--- src/rtl/bus_controller_pkg.sv ---
// Shared memory map, device/state encodings and the address decode used by the
// 68000 bus glue.
package bus_controller_pkg;

  localparam logic [23:0] DRAM_BASE  = 24'h000000;
  localparam logic [23:0] DRAM_MASK  = 24'h800000;
  localparam logic [23:0] OVL_BASE   = 24'h000000;
  localparam logic [23:0] OVL_MASK   = 24'h800000;
  localparam logic [23:0] ROM_BASE   = 24'hF00000;
  localparam logic [23:0] ROM_MASK   = 24'hF80000;
  localparam logic [23:0] DUART_BASE = 24'hFF8000;
  localparam logic [23:0] DUART_MASK = 24'hFFC000;
  localparam logic [2:0]  FC_IACK    = 3'b111;

  typedef enum logic [2:0] {
    DEV_NONE,
    DEV_DRAM,
    DEV_ROM,
    DEV_DUART,
    DEV_IACK
  } dev_t;

  typedef enum logic {
    ST_IDLE,
    ST_SELECT
  } state_t;

  // boot_active is high while the reset-time ROM overlay shadows low memory.
  function automatic dev_t decode(input logic [2:0] fc, input logic [22:0] addr,
                                  input logic boot_active);
    logic [23:0] a;
    dev_t        dev;
    a = {addr, 1'b0};
    if (fc == FC_IACK)
      dev = DEV_IACK;
    else if (boot_active && ((a & OVL_MASK) == OVL_BASE))
      dev = DEV_ROM;
    else if ((a & DRAM_MASK) == DRAM_BASE)
      dev = DEV_DRAM;
    else if ((a & ROM_MASK) == ROM_BASE)
      dev = DEV_ROM;
    else if ((a & DUART_MASK) == DUART_BASE)
      dev = DEV_DUART;
    else
      dev = DEV_NONE;
    return dev;
  endfunction

endpackage

--- src/rtl/bus_watchdog.sv ---
// Bus-error watchdog: counts unterminated SELECT clocks and raises BERR
// (active-low) once the terminal count is reached, then saturates.
module bus_watchdog #(
  parameter int BERR_CYCLES = 64
) (
  input  logic CLK,
  input  logic RST,
  input  logic clr_i,
  input  logic en_i,
  output logic berr_o
);

  logic [7:0] cnt_q;
  logic       berr_q;

  always_ff @(posedge CLK) begin
    if (!RST || clr_i) begin
      cnt_q  <= 8'd0;
      berr_q <= 1'b1;
    end else if (en_i && berr_q) begin
      if (cnt_q == 8'(BERR_CYCLES - 1))
        berr_q <= 1'b0;
      else
        cnt_q <= cnt_q + 8'd1;
    end
  end

  assign berr_o = berr_q;

endmodule

--- src/rtl/bus_controller.sv ---
// 68000 bus glue: chip-select decode, DTACK merge with ROM wait states,
// boot-time ROM overlay, autovectored IACK and bus-error watchdog.
module bus_controller
  import bus_controller_pkg::*;
#(
  parameter int ROM_WAIT    = 2,
  parameter int BERR_CYCLES = 64,
  parameter int BOOT_CYCLES = 8
) (
  input  logic        CLK,
  input  logic        RST,
  input  logic        AS,
  input  logic        UDS,
  input  logic        LDS,
  input  logic        RW,
  input  logic [2:0]  FC,
  input  logic [22:0] ADDR_IN,
  input  logic        DTACK_DRAM,
  input  logic        DTACK_DUART,
  output logic        CS_DRAM,
  output logic        CS_ROM,
  output logic        CS_DUART,
  output logic        DTACK,
  output logic        VPA,
  output logic        BERR,
  output logic        BOOT
);

  state_t     state_q;
  dev_t       dev_q;
  logic [3:0] wait_q;
  logic [3:0] boot_cnt_q;
  logic       boot_q;
  logic       cs_dram_q, cs_rom_q, cs_duart_q;
  logic       dtack_q, vpa_q;

  dev_t dev_dec;
  logic strobe;
  logic dtack_d;
  logic berr;
  logic unused_rw;

  assign dev_dec   = decode(FC, ADDR_IN, !boot_q);
  assign strobe    = !UDS || !LDS;
  assign unused_rw = RW;

  // Next DTACK while the cycle is still running; a bus error freezes it high.
  always_comb begin
    dtack_d = dtack_q;
    if (berr) begin
      case (dev_q)
        DEV_DRAM:  dtack_d = dtack_q & DTACK_DRAM;
        DEV_DUART: dtack_d = dtack_q & DTACK_DUART;
        DEV_ROM:   if (wait_q == 4'd0) dtack_d = 1'b0;
        default:   ;
      endcase
    end
  end

  always_ff @(posedge CLK) begin
    if (!RST) begin
      state_q    <= ST_IDLE;
      dev_q      <= DEV_NONE;
      wait_q     <= 4'd0;
      boot_cnt_q <= 4'd0;
      boot_q     <= 1'b0;
      cs_dram_q  <= 1'b1;
      cs_rom_q   <= 1'b1;
      cs_duart_q <= 1'b1;
      dtack_q    <= 1'b1;
      vpa_q      <= 1'b1;
    end else begin
      case (state_q)
        ST_IDLE: begin
          if (!AS) begin
            state_q    <= ST_SELECT;
            dev_q      <= dev_dec;
            wait_q     <= 4'(ROM_WAIT);
            cs_dram_q  <= !(dev_dec == DEV_DRAM);
            cs_rom_q   <= !(dev_dec == DEV_ROM && strobe);
            cs_duart_q <= !(dev_dec == DEV_DUART && strobe);
            vpa_q      <= !(dev_dec == DEV_IACK);
          end
        end
        ST_SELECT: begin
          if (AS) begin
            state_q    <= ST_IDLE;
            cs_dram_q  <= 1'b1;
            cs_rom_q   <= 1'b1;
            cs_duart_q <= 1'b1;
            dtack_q    <= 1'b1;
            vpa_q      <= 1'b1;
            // Every finished cycle, aborted or errored, ages the overlay.
            if (!boot_q) begin
              boot_cnt_q <= boot_cnt_q + 4'd1;
              if (boot_cnt_q == 4'(BOOT_CYCLES - 1))
                boot_q <= 1'b1;
            end
          end else begin
            cs_rom_q   <= !(dev_q == DEV_ROM && strobe);
            cs_duart_q <= !(dev_q == DEV_DUART && strobe);
            dtack_q    <= dtack_d;
            if (dev_q == DEV_ROM && wait_q != 4'd0)
              wait_q <= wait_q - 4'd1;
          end
        end
        default: state_q <= ST_IDLE;
      endcase
    end
  end

  // Counting stops as soon as any termination is present or about to be.
  bus_watchdog #(
    .BERR_CYCLES(BERR_CYCLES)
  ) u_watchdog (
    .CLK    (CLK),
    .RST    (RST),
    .clr_i  ((state_q != ST_SELECT) || AS),
    .en_i   (dtack_q && vpa_q && dtack_d),
    .berr_o (berr)
  );

  assign CS_DRAM  = cs_dram_q;
  assign CS_ROM   = cs_rom_q;
  assign CS_DUART = cs_duart_q;
  assign DTACK    = dtack_q;
  assign VPA      = vpa_q;
  assign BERR     = berr;
  assign BOOT     = boot_q;

endmodule

--- config.mk ---
export PLATFORM = sky130hd
export DESIGN_NAME = bus_controller
export DESIGN_NICKNAME = d
export VERILOG_FILES = /design/src/rtl/bus_controller_pkg.sv /design/src/rtl/bus_watchdog.sv /design/src/rtl/bus_controller.sv
export SDC_FILE = /design/constraint.sdc
export NUM_CORES = 1
export LEC_CHECK = 0
export ABC_AREA = 1
export CORE_UTILIZATION = 43
export CTS_CLUSTER_DIAMETER = 30
export CTS_CLUSTER_SIZE = 28
export DETAILED_ROUTE_END_ITERATION = 6
export MAX_ROUTING_LAYER = met4
export PLACE_DENSITY_LB_ADDON = 0.12
export SETUP_SLACK_MARGIN = 0.3
export SLEW_MARGIN = 20
export SYNTH_ARGS = -nofsm -noshare
export SYNTH_HDL_FRONTEND = slang
export SYNTH_HIERARCHICAL = 1
export SYNTH_SLANG_ARGS = --single-unit
--- constraint.sdc ---
create_clock -name CLK -period 1.7 [get_ports CLK]
set_clock_uncertainty 0.2 [all_clocks]
set_input_delay 0.34 -clock CLK [delete_from_list [all_inputs] [get_ports CLK]]
set_output_delay 0.34 -clock CLK [all_outputs]
set_load 0.01 [all_outputs]
# ---- Word-level counts from Yosys, hierarchy flattened
# Cells that the tools add are included.
dict set report totals {
  word_cells 96
  in_bits 34
  memories 0
  mem_bits_ro 0
  latchBits 0
  ramBits 0
  output_inout_bits 7
  ff_bits 27
}
dict set report classes {
  shifts 0
  n_mul 0
  bitwise 6
  muxes 27
  n_eq_ne 16
  n_div 0
  addsub 3
  n_reduce_logical 32
  order_cmp 0
}
# op n
set op_table {}
lappend op_table {{24-bit zero test} 1}
lappend op_table {{1-bit 2-to-1 mux} 13}
lappend op_table {{3-bit by 2-bit equality test with 1-bit output, second input constant} 4}
lappend op_table {{4-bit 2-to-1 mux} 3}
lappend op_table {{10-bit equality test, second input constant} 1}
lappend op_table {{1-bit zero test} 10}
lappend op_table {{2-bit AND reduction} 5}
lappend op_table {{1-bit logical AND} 9}
lappend op_table {{8-bit by 1-bit adder with 8-bit output, second input constant} 1}
lappend op_table {{8-bit by 6-bit equality test with 1-bit output, second input constant} 1}
lappend op_table {{1-bit case mux with 2 select lines} 4}
lappend op_table {{4-bit case mux with 2 select lines} 1}
lappend op_table {{3-bit by 1-bit equality test with 1-bit output, second input constant} 2}
lappend op_table {{3-bit equality test, second input constant} 2}
lappend op_table {{2-bit 2-to-1 mux} 3}
lappend op_table {{3-bit 2-to-1 mux} 2}
lappend op_table {{2-bit != test, second input constant} 3}
lappend op_table {{3-bit AND reduction} 2}
lappend op_table {{5-bit equality test, second input constant} 1}
lappend op_table {{4-bit by 1-bit adder with 4-bit output, second input constant} 1}
lappend op_table {{4-bit by 3-bit equality test with 1-bit output, second input constant} 1}
lappend op_table {{4-bit zero test} 1}
lappend op_table {{1-bit NOT} 4}
lappend op_table {{4-bit nonzero test} 1}
lappend op_table {{5 further kinds} 8}

# ---- Depth between registers and ports, before layout
# Gate-level depths: netlist of the first run.
dict set report depth {
  depth_word 11
  depth_mapped 13
  ltp_nobuf 13
}

# ---- Cells and area by module
# Netlist of the first run, hierarchy kept.
# module n_inst seq_area_each_um2 area_each_um2 cells_per_inst
set by_module_without_submodules {}
lappend by_module_without_submodules {bus_controller 1 360.3 996.0 143}
lappend by_module_without_submodules {bus_watchdog 1 180.2 505.5 73}

# ---- Least setup slack after synthesis of the first run
# OpenSTA, ideal clock, no wires.
dict set report synth_path {
  path_kind {register -> register}
  startpoint {register wait_q[0]}
  endpoint {register u_watchdog.cnt_q[6]}
  required_ns 1.384
  path_stages_with_launch 13
  synth_period_minus_slack_ns 1.858
  slack_ns -0.158
  path_buffers 0
  setup_ns 0.116
  t_arrival_ns 1.542
  path_cell_list {dfxtp_1 > inv_1 > ha_1 > a31oi_2 > inv_1 > nand4_1 > nand3_1 > inv_1 > nand2_2 > nor2_2 > nand2_1 > xor2_1 > nor2_1}
}
dict set report synth_via {
  elab_chain_len 7
}
# item line
set synth_lines {}
lappend synth_lines {{start: declaration} bus_controller.sv:31} ;# logic [3:0] wait_q;
lappend synth_lines {{start signal: assignment} bus_controller.sv:78} ;# wait_q <= 4'(ROM_WAIT);
lappend synth_lines {{start signal: assignment} bus_controller.sv:104} ;# wait_q <= wait_q - 4'd1;
lappend synth_lines {{4-bit zero test} bus_controller.sv:54} ;# DEV_ROM: if (wait_q == 4'd0) dtack_d = 1'b0;
lappend synth_lines {{1-bit 2-to-1 mux} bus_controller.sv:54}
lappend synth_lines {{1-bit case mux with 3 select lines} bus_controller.sv:51} ;# case (dev_q)
lappend synth_lines {{1-bit 2-to-1 mux} bus_controller.sv:50} ;# if (berr) begin
lappend synth_lines {{1-bit logical AND} bus_controller.sv:119} ;# .en_i (dtack_q && vpa_q && dtack_d),
lappend synth_lines {{1-bit logical AND} bus_watchdog.sv:20} ;# end else if (en_i && berr_q) begin
lappend synth_lines {{2-bit AND reduction (no line)} -}
lappend synth_lines {{end signal: assignment} bus_watchdog.sv:24} ;# cnt_q <= cnt_q + 8'd1;
lappend synth_lines {{end: declaration} bus_watchdog.sv:13} ;# logic [7:0] cnt_q;
# Every way passes these cells.
# A chain may end at the register's enable or synchronous reset.

# ---- Worst setup path after layout of the first run
dict set report layout_path {
  startpoint {register wait_q[0]}
  endpoint {register u_watchdog.cnt_q[7]}
}
# The elaborated chain is that of the path after synthesis.

==> flow_metrics.env, run 1 <==
export IMPL_grt_max_degree=15
export IMPL_drv_slew=0
export IMPL_hold_viol=0
export IMPL_worstHoldStart="CS_DUART"
export IMPL_clk_latency_ps=320
export IMPL_core_um2=3340
export IMPL_reg2reg_depth=13
export IMPL_vias=1538
export IMPL_postCtsHoldBufs=0
export IMPL_path_class="reg -> reg"
export IMPL_synth_top_area_frac=0.360
export IMPL_dp_cells=309
export IMPL_final_nets=324
export IMPL_syn_inst=216
export IMPL_wirelength_um=3570
export IMPL_syn_to_final_growth_pct=54.5
export IMPL_cts_buffers=3
export IMPL_fin_area_um2=2320
export IMPL_synth_cell_types=29
export IMPL_rsz0062_at_grt="yes"
export IMPL_min_path_type="reg -> reg"
export IMPL_hold_end="CS_DUART"
export IMPL_path_cells="inv_2 -> ha_4 -> a31oi_4 -> inv_2 -> nand4_1 -> nand3_1 -> inv_2 -> nand2_4 -> nor2_4 -> nand2_1 -> nand2_1 -> nand2_1 -> nor2_1"
export IMPL_grt_total_usage=0.210
export IMPL_max_slew_margin=0.833
export IMPL_grt_pass1_wl_um=5760
export IMPL_die_area_um2=3730
export IMPL_start_kind="register"
export IMPL_cts_sinks=27
export IMPL_setup_viol=13
export IMPL_place_detailed_hpwl_um=2390
export IMPL_multi_input_area_um2=1000
export IMPL_ys_ff_latch=27
export IMPL_rows=21
export IMPL_crit_path_end_kind="register"
export IMPL_reg2reg_to="u_watchdog/cnt_q[7]"
export IMPL_nFillCells=288
export IMPL_chipWidth_um=61.1
export IMPL_antenna_left=0
export IMPL_io_buffers=26
export IMPL_yosysTopAreaCell="dfxtp_1"
export IMPL_drt_iter0_drc=40
export IMPL_yosys_top_cells_area="dfxtp_1 (36%), nand2_1 (12%), inv_1 (7.0%), ha_1 (6.7%), nor2_1 (6.5%)"
export IMPL_critPathSlowestCell="dfxtp_2"
export IMPL_grt_pass1_vias=1376
export IMPL_max_stage_delay_ps=360
export IMPL_diodes=0
export IMPL_register_area_um2=564
export IMPL_yosysWarnings=6
export IMPL_setup_slack_ps=-91.8
export IMPL_drive_gt1_frac=0.399
export IMPL_cts_path_max_buffers=2
export IMPL_r2r_slack_ps=-90
export IMPL_place_gp_congestion=0.761
export IMPL_vdd_ir_drop_max_mv=0.442
export IMPL_die_height_um=61.1
export IMPL_finalCritPeriodShare=1.05
export IMPL_cap_violations=0
export IMPL_violations="setup timing"
export IMPL_holdWs_ps=269
export IMPL_first_pass_iters=4
export IMPL_max_freq_mhz=558
export IMPL_holdPathStages=2
export IMPL_utilization=0.695
export IMPL_avgSynthCellArea_um2=6.95
export IMPL_crit_required_ps=1770
export IMPL_arrival_ps=1860
export IMPL_power_leakage_nw=1.00
export IMPL_placed_cell_area_um2=2020
export IMPL_num_io_pins=41
export IMPL_syn_area_um2=1500
export IMPL_wl_per_cell_um=10.9
export IMPL_root_buffer="clkbuf_4"
export IMPL_ys_seq_area_frac=0.360
export IMPL_layoutNonFillerInstCount=327
export IMPL_startpoint="wait_q[0]"
export IMPL_overflow=0
export IMPL_tritoncts="done"
export IMPL_viasPerCell=4.70
export IMPL_clkTransAtPathRegs_ps=140
export IMPL_min_period_ps=1790
export IMPL_crit_path_max_fanout=7
export IMPL_remaining_drc_errors=0
export IMPL_worstMarginPinSlew_ps=250
export IMPL_antenna_found_initial=0
export IMPL_synth_fp_nets=258
export IMPL_initial_core_util=0.450
export IMPL_r2r_start="wait_q[0]"
export IMPL_p_per_area_nw_per_um2=585
export IMPL_htreeDepth=1
export IMPL_status="finished with violations"
-- flip-flops by register name (all words and copies together), names as in the netlist --
name               count
dev_q                  3
CS_ROM                 1
state_q                1
wait_q                 4
CS_DRAM                1
VPA                    1
DTACK                  1
CS_DUART               1
boot_cnt_q             4
u_watchdog/berr_o      1
BOOT                   1
u_watchdog/cnt_q       8
-- critical path: cells and delay by family (launching register included) --
family,cells,cell delay [ps]
fa+ha+maj,1,150
simple gates,8,670
compound gates,1,170
buf+inv,3,180
flops,1,360
-- cell families after synthesis --
| group | count (synthesis) | share of synthesized area |
|---|---|---|
| AO/OA/AOI/OAI | 36 | 0.138 |
| XOR/XNOR | 1 | 0.00583 |
| adder cells (fa/ha/maj) | 8 | 0.0667 |
| buffers and inverters | 34 | 0.0850 |
| flip-flops | 27 | 0.360 |
| AND/OR/NAND/NOR | 110 | 0.345 |
-- metrics by stage --
stage | setup TNS [ps] | power [mW] | setup slack (ps)
2_1_floorplan | 0 | 0.859 | 13.0
3_3_place_gp | -5200 | 0.999 | -314
3_5_place_dp | -5700 | 1.00 | -326
4_1_cts | -214 | 1.32 | -66.6
5_1_grt | -1860 | 1.45 | -188
6_report | -673 | 1.36 | -91.8
-- power by group --
group          switching [mW]  internal, mW  leakage, nW
registers              0.0214         0.659        0.221
clock network           0.181        0.0917       0.0150
logic                   0.195         0.210        0.765
total                   0.398         0.960         1.00
-- per-layer routing --
layer | GRT usage | part of all wire | vias to the layer above
met2 | 0.354 | 0.49 | 12
li1 | - | - | 827
met5 | - | 0 | -
met3 | 0.0336 | 0.017 | 2
met1 | 0.262 | 0.49 | 697
met4 | 0.0552 | 0.0039 | 0
-- worst max path at each step --
stage	endpoint	slack [ps]	cells after the start
after global placement	u_watchdog/cnt_q[6]	-310	11
after floorplan	u_watchdog/cnt_q[6]	10	12
after CTS	u_watchdog/cnt_q[6]	-70	12
final	u_watchdog/cnt_q[7]	-90	13
after detailed placement	u_watchdog/cnt_q[6]	-330	11
after global routing	u_watchdog/cnt_q[4]	-190	13
-- area by class of cell --
type | count | share of cell area
Multi-Input combinational cell | 155 | 0.432
Sequential cell | 27 | 0.243
Timing Repair Buffer | 62 | 0.232
Inverter | 33 | 0.0566
Tap cell | 46 | 0.0248
Clock buffer | 4 | 0.0113
-- cell usage after synthesis --
| cell type | count |
|---|---|
| o211ai_1 | 1 |
| nor3b_2 | 1 |
| nand4_1 | 3 |
| xor2_1 | 1 |
| dfxtp_1 | 27 |
| a21oi_2 | 1 |
| inv_2 | 4 |
| o21ai_0 | 10 |
| o21bai_1 | 2 |
| a21oi_1 | 16 |
| nand3_2 | 1 |
| o22ai_1 | 1 |
| nand2_1 | 48 |
| inv_1 | 28 |
| ha_1 | 8 |
| nor2_2 | 4 |
| a31oi_2 | 1 |
| nor3_1 | 3 |
| clkinv_1 | 1 |
| o21ai_2 | 1 |
| nor2_8 | 1 |
| nand2_2 | 4 |
| o21ai_1 | 2 |
| nor2_4 | 1 |
| nor2_1 | 26 |
| nand3_4 | 1 |
| clkbuf_1 | 1 |
| nand3_1 | 17 |
| o21a_1 | 1 |
-- timing repair --
| action | CTS | global route |
|---|---|---|
| pin swaps | 20 | 14 |
| endpoints found under the setup margin | 32 | 20 |
| setup buffers | 10 | 4 |
| gates resized for setup | 73 | 35 |
-- layout by cell type (no fill, tap or decap), types with 2 or more instances in the layout --
| cell | n |
|---|---|
| nor2_1 | 21 |
| a21oi_2 | 5 |
| inv_2 | 10 |
| nand2_4 | 2 |
| ha_1 | 5 |
| nand2_2 | 6 |
| o21bai_1 | 2 |
| dfxtp_2 | 10 |
| a21oi_1 | 12 |
| dlygate4sd2_1 | 11 |
| nand2_1 | 44 |
| o21ai_2 | 4 |
| buf_4 | 27 |
| nand3_4 | 2 |
| clkbuf_4 | 3 |
| clkdlybuf4s50_1 | 6 |
| nor2_4 | 7 |
| nand3_2 | 4 |
| nor2_2 | 3 |
| dfxtp_1 | 14 |
| nand4_1 | 3 |
| o21ai_1 | 4 |
| inv_1 | 20 |
| nand3_1 | 13 |
| ha_4 | 2 |
| dlymetal6s2s_1 | 2 |
| buf_2 | 4 |
| dfxtp_4 | 3 |
| buf_6 | 11 |
| nor3_2 | 2 |
| o21ai_0 | 5 |
Power figures use the tool's default switching activity.
==> inputs of run 2 (changes only) <==
--- a/config.mk
+++ b/config.mk
@@ -5,7 +5,6 @@
 export SDC_FILE = /design/constraint.sdc
 export NUM_CORES = 1
 export LEC_CHECK = 0
-export ABC_AREA = 1
 export CORE_UTILIZATION = 43
 export CTS_CLUSTER_DIAMETER = 30
 export CTS_CLUSTER_SIZE = 28
==> run 2 against run 1 <==
  * The flow still finishes with violations (setup timing)
  * Die area grew 0.41%
  * Non-clock buffer count is 12 higher
  * Synthesized area grew 0.42%
  * Sequential cell count unchanged
  * Sequential share of layout area is 1.4 points lower
  * Hold slack gained 11 ps
  * Design area up 4.9%
  * Global-route usage up 2.4 points
  * Total power down 6.9%
  * Critical path type unchanged
==> flow_metrics.env, run 2 <==
export IMPL_vias=1594
export IMPL_chipWidth_um=61.2
export IMPL_grt_max_degree=15
export IMPL_largest_reg_flops=8
export IMPL_ys_seq_area_frac=0.359
export IMPL_use_met1=0.262
export IMPL_arrival_ps=2260
export IMPL_clkTransAtPathRegs_ps=140
export IMPL_crit_path_max_fanout=3
export IMPL_combPwrFrac=0.255
export IMPL_post_place_ws_ps=-624
export IMPL_yosys_top_cells_area="dfxtp_1 (36%), ha_1 (6.6%), nand2_1 (5.2%), nand2b_1 (3.7%), a21oi_1 (3.7%)"
export IMPL_yosysWarnings=6
export IMPL_setup_tns_ps=-5620
export IMPL_setup_viol=14
export IMPL_intPower_mw=0.927
export IMPL_antenna_left=0
export IMPL_wl_per_cell_um=14.4
export IMPL_holdWs_ps=280
export IMPL_grt_busiest_layer="met2"
export IMPL_crit_path_end_kind="register"
export IMPL_gr_usage_met2=0.427
export IMPL_path_cells="inv_2 -> ha_4 -> nor3b_4 -> or3_4 -> a21oi_4 -> buf_6 -> buf_6 -> nand4_1 -> a211oi_2 -> a211oi_1"
export IMPL_switching_share=0.267
export IMPL_cts_sinks=27
export IMPL_htreeDepth=1
export IMPL_setup_slack_ps=-548
export IMPL_yosysMostFrequentCell="dfxtp_1"
export IMPL_drv_slew=0
export IMPL_drt_iter0_drc=105
export IMPL_crit_required_ps=1710
export IMPL_synth_cell_types=51
export IMPL_min_path_type="reg -> reg"
export IMPL_tritoncts="done"
export IMPL_final_nets=290
export IMPL_cts_path_max_buffers=2
export IMPL_largest_register="u_watchdog/cnt_q"
export IMPL_status="finished with violations"
export IMPL_initial_core_util=0.452
export IMPL_synth_top_area_frac=0.359
export IMPL_yosysTopAreaCell="dfxtp_1"
export IMPL_overflow=0
export IMPL_synth_fp_nets=218
export IMPL_ys_ff_latch=27
export IMPL_antenna_found_initial=0
export IMPL_power_frac_seq=0.526
export IMPL_async_reset_ff_frac=0
export IMPL_rows=21
export IMPL_viasPerCell=5.44
export IMPL_p_per_area_nw_per_um2=519
export IMPL_syn_to_final_growth_pct=61.4
export IMPL_wirelength_um=4210
export IMPL_use_met3=0.0315
export IMPL_place_detailed_hpwl_um=2920
export IMPL_clk_latency_ps=320
export IMPL_max_freq_mhz=445
export IMPL_remaining_drc_errors=0
export IMPL_io_buffers=26
export IMPL_syn_area_um2=1510
export IMPL_cap_violations=0
export IMPL_root_buffer="clkbuf_4"
export IMPL_grt_pass1_wl_um=6410
export IMPL_violations="setup timing"
export IMPL_synth_common_cells="dfxtp_1 (27), nand2_1 (21), a21oi_1 (11), inv_1 (11)"
export IMPL_min_period_ps=2250
export IMPL_vdd_ir_drop_max_mv=0.445
export IMPL_cpMostUsedCell="buf_6"
export IMPL_die_area_um2=3750
export IMPL_finalCritPeriodShare=1.32
export IMPL_p_sw_mw=0.337
export IMPL_drive_gt1_frac=0.457
export IMPL_synth_ff_type="dfxtp_1"
export IMPL_synth_edff_count=0
export IMPL_most_common_layout_cells="buf_4 (39), nand2_1 (18), dfxtp_1 (16)"
export IMPL_max_slew_margin=0.746
export IMPL_worstMarginPinSlew_ps=380
export IMPL_postCtsHoldBufs=0
export IMPL_core_um2=3340
export IMPL_max_stage_delay_ps=370
export IMPL_reg_top3="u_watchdog/cnt_q (8), boot_cnt_q (4), wait_q (4)"
export IMPL_layout_commonest_cell="buf_4"
export IMPL_avgSynthCellArea_um2=8.57
export IMPL_hold_viol=0
export IMPL_power_leakage_nw=0.956
export IMPL_critPathSlowestCell="dfxtp_2"
export IMPL_syn_inst=176
export IMPL_die_height_um=61.2
export IMPL_rsz0062_at_grt="yes"
export IMPL_pwr_share_clk=0.219
export IMPL_num_io_pins=41
export IMPL_cts_buffers=3
export IMPL_first_pass_iters=4
export IMPL_diodes=0
export IMPL_grt_pass1_vias=1515
export IMPL_place_gp_congestion=0.846
export IMPL_path_class="reg -> reg"
export IMPL_grt_total_usage=0.235
export IMPL_start_kind="register"
-- run 2: changes by cell type after synthesis, sizes merged, moves of 5 or more --
cell / previous run / this run
a21oi: 17 / 11
nor2: 32 / 7
inv: 32 / 11
nand2b: 0 / 9
mux2i: 0 / 5
nand3: 19 / 4
nand2: 52 / 21
-- run 2: through the flow --
stage                      util  area (um^2)  power [mW]  std cells
after floorplan               -         1590       0.802        176
after global placement    0.636         2120       0.920        275
after detailed placement  0.636         2120       0.927        275
after CTS                 0.695         2320        1.23        291
after global routing      0.729         2430        1.32        293
final                     0.729         2430        1.26        293
-- run 2: worst paths after layout --
| kind | slack [ps] | start | end | cells past startpoint |
|---|---|---|---|---|
| worst max-delay path | -550 | wait_q[1] | u_watchdog/cnt_q[3] | 10 |
| worst min-delay path | 280 | CS_ROM | CS_ROM | 2 |
| worst max register to register | -550 | wait_q[1] | u_watchdog/cnt_q[3] | 10 |
| worst min register to register | 280 | CS_ROM | CS_ROM | 2 |
-- run 2: critical path: cells and delay by family, from the launching register on --
| family | cells | cell delay, ps |
|---|---|---|
| buffers and inverters | 3 | 270 |
| AO/OA/AOI/OAI | 3 | 520 |
| adder cells (fa/ha/maj) | 1 | 150 |
| AND/OR/NAND/NOR | 3 | 630 |
| flip-flops | 1 | 370 |
-- run 2: kinds of logic (layout without fill, tap and decap cells) --
logic type,count (synthesis),count (layout),share of synthesized area
flops,27,27,0.359
compound gates,42,42,0.189
mux,5,5,0.0332
buf+inv,18,89,0.0481
xor+xnor,2,2,0.0116
simple gates,74,74,0.293
fa+ha+maj,8,8,0.0664
-- run 2: cell type report --
type | count | area (um^2)
clock buffer | 4 | 26.3
multi-input combinational | 131 | 1120
inverter | 11 | 45.0
fill | 268 | 903
tap | 46 | 57.6
sequential | 27 | 557
timing repair buffer | 74 | 628
-- run 2: per-layer routing --
metal,vias up,share of wire
li1,794,-
met1,770,0.44
met2,28,0.53
met3,2,0.025
met4,0,0.0055
met5,-,0
-- run 2: power by group through the flow --
stage / Sequential (mW) / Clock (mW) / Combinational (mW)
global route: 0.668 / 0.301 / 0.349
floorplan: 0.676 / 0 / 0.126
CTS: 0.664 / 0.285 / 0.285
detailed placement: 0.677 / 0 / 0.250
global placement: 0.675 / 0 / 0.244
finish: 0.665 / 0.277 / 0.322
-- run 2: repair_timing --
action / 4_1_cts / 5_1_grt
pin swaps: 20 / 9
gates resized for setup: 67 / 24
setup buffers: 12 / 2
endpoints found under the setup margin: 33 / 25
==> inputs of run 3 (changes only) <==
--- a/config.mk
+++ b/config.mk
@@ -5,6 +5,7 @@
 export SDC_FILE = /design/constraint.sdc
 export NUM_CORES = 1
 export LEC_CHECK = 0
+export ABC_CLOCK_PERIOD_IN_PS = 1700
 export CORE_UTILIZATION = 43
 export CTS_CLUSTER_DIAMETER = 30
 export CTS_CLUSTER_SIZE = 28
@@ -17,3 +18,4 @@
 export SYNTH_HDL_FRONTEND = slang
 export SYNTH_HIERARCHICAL = 1
 export SYNTH_SLANG_ARGS = --single-unit
+export TNS_END_PERCENT = 10
==> run 3 against run 2 <==
  * The run still ends with setup timing left
  * Fmax fell by 1.4%
  * Combinational power decreased by 20%
  * Critical path depth fell by 1
  * Via count is 4.2% lower
==> flow_metrics.env, run 3 (same netlist as run 2, synthesis figures left out) <==
export IMPL_grt_total_usage=0.232
export IMPL_first_pass_iters=6
export IMPL_r2r_start="wait_q[0]"
export IMPL_viasPerCell=5.40
export IMPL_drt_iter0_drc=60
export IMPL_antenna_left=0
export IMPL_drive_gt1_frac=0.359
export IMPL_path_cells="inv_2 -> ha_2 -> nor3b_4 -> or3_4 -> a21oi_4 -> buf_6 -> and4_4 -> nand2_2 -> o311a_1"
export IMPL_clkTransAtPathRegs_ps=150
export IMPL_use_met3=0.0315
export IMPL_cap_violations=0
export IMPL_crit_family="simple AND/OR/NAND/NOR gates"
export IMPL_gr_usage_met2=0.390
export IMPL_largest_reg_flops=8
export IMPL_place_gp_congestion=0.788
export IMPL_wirelength_um=3830
export IMPL_diodes=0
export IMPL_holdWs_ps=301
export IMPL_intPower_mw=0.887
export IMPL_core_um2=3340
export IMPL_postCtsHoldBufs=0
export IMPL_final_nets=280
export IMPL_rsz0062_at_grt="yes"
export IMPL_p_sw_mw=0.327
export IMPL_cp_num_cells=9
export IMPL_utilization=0.666
export IMPL_path_class="reg -> reg"
export IMPL_die_area_um2=3750
export IMPL_max_stage_delay_ps=360
export IMPL_grt_pass1_vias=1417
export IMPL_largest_register="u_watchdog/cnt_q"
export IMPL_crit_path_end_kind="register"
export IMPL_drv_slew=0
export IMPL_arrival_ps=2320
export IMPL_power_leakage_nw=0.883
export IMPL_cp_endpoint="u_watchdog/cnt_q[5]"
export IMPL_dp_cells=274
export IMPL_tritoncts="done"
export IMPL_setup_viol=14
export IMPL_rows=21
export IMPL_crit_required_ps=1740
export IMPL_cts_sinks=27
export IMPL_layoutNonFillerInstCount=283
export IMPL_hold_viol=0
export IMPL_use_met1=0.292
export IMPL_place_detailed_hpwl_um=2880
export IMPL_clk_latency_ps=330
export IMPL_antenna_found_initial=0
export IMPL_startpoint="wait_q[0]"
export IMPL_syn_to_final_growth_pct=47.3
export IMPL_max_slew_margin=0.763
export IMPL_overflow=0
export IMPL_min_path_type="reg -> reg"
export IMPL_grt_pass1_wl_um=6250
export IMPL_violations="setup timing"
export IMPL_chipWidth_um=61.2
export IMPL_min_period_ps=2280
export IMPL_grt_max_degree=16
export IMPL_critPathSlowestCell="dfxtp_2"
export IMPL_vias=1527
export IMPL_grt_busiest_layer="met2"
export IMPL_htreeDepth=1
export IMPL_pwr_share_clk=0.242
export IMPL_layout_commonest_cell="buf_4"
export IMPL_die_height_um=61.2
export IMPL_reg2reg_to="u_watchdog/cnt_q[5]"
export IMPL_remaining_drc_errors=0
export IMPL_cts_path_max_buffers=2
export IMPL_cts_buffers=3
export IMPL_wl_per_cell_um=13.5
export IMPL_root_buffer="clkbuf_4"
export IMPL_vdd_ir_drop_max_mv=0.360
export IMPL_power_frac_seq=0.547
export IMPL_start_kind="register"
export IMPL_reg_top3="u_watchdog/cnt_q (8), boot_cnt_q (4), wait_q (4)"
export IMPL_most_common_layout_cells="buf_4 (35), nand2_1 (20), dfxtp_1 (18), clkdlybuf4s50_1 (18)"
export IMPL_r2r_slack_ps=-580
export IMPL_combPwrFrac=0.212
export IMPL_worstMarginPinSlew_ps=355
export IMPL_nFillCells=304
export IMPL_cp_num_buf_inv=2
export IMPL_switching_share=0.270
export IMPL_status="finished with violations"
export IMPL_num_io_pins=41
export IMPL_initial_core_util=0.452
export IMPL_max_freq_mhz=439
export IMPL_p_per_area_nw_per_um2=547
export IMPL_setup_slack_ps=-580
export IMPL_reg2reg_depth=9
export IMPL_finalCritPeriodShare=1.34
export IMPL_io_buffers=26
export IMPL_crit_path_max_fanout=3
[run 3: power groups by stage]
stage                     clock [mW]  sequential (mW)  combinational (mW)
after floorplan                    0            0.675               0.113
after global placement             0            0.674               0.229
after detailed placement           0            0.675               0.235
after CTS                      0.301            0.663               0.252
after global routing           0.338            0.666               0.281
final                          0.293            0.664               0.257
[run 3: per-stage QoR]
stage	area, um^2	power (mW)	TNS (ps)	setup WS, ps
after floorplan	1530	0.789	-3290	-519
after global placement	2070	0.903	-8520	-602
after detailed placement	2070	0.910	-9190	-714
after CTS	2170	1.22	-5120	-569
after global routing	2220	1.28	-6060	-647
final	2220	1.21	-5140	-580
[run 3: worst reg2reg max path, delay by kind of cell, from the launching register on]
kind	cells	cell delay [ps]
and+or+nand+nor	4	780
AOI/OAI and AO/OA	2	530
DFF	1	360
buffers and inverters	2	160
adders and majority gates	1	160
[run 3: what timing repair did]
item | in CTS | in global routing
cloned | 0 | 0
hold endpoints to repair | 0 | 0
resized for setup | 49 | 14
endpoints found under the setup margin | 32 | 27
pin swaps | 11 | 3
buffers inserted | 5 | 0
[run 3: cell type report]
type                            instances  area, um^2  area share
Clock buffer                            3        22.5      0.0101
Clock inverter                          1        5.00     0.00225
Inverter                               11        41.3      0.0186
Multi-Input combinational cell        131         991       0.446
Sequential cell                        27         552       0.248
Tap cell                               46        57.6      0.0259
Timing Repair Buffer                   64         552       0.248
[run 3: worst min-delay path by stage]
| stage | start | to | depth (start not counted) |
|---|---|---|---|
| floorplan | dev_q[2] | dev_q[2] | 2 |
| global placement | boot_cnt_q[1] | boot_cnt_q[1] | 2 |
| detailed placement | CS_DUART | CS_DUART | 1 |
| CTS | CS_DUART | CS_DUART | 1 |
| global route | boot_cnt_q[1] | boot_cnt_q[1] | 2 |
| finish | CS_ROM | CS_ROM | 2 |
[run 3: per-layer routing]
layer | vias to the layer above | wire length, um | share of wire
met2 | 35 | 1890 | 0.49
li1 | 770 | - | -
met4 | 0 | 42 | 0.011
met5 | - | 0 | 0
met3 | 4 | 129 | 0.034
met1 | 718 | 1770 | 0.46
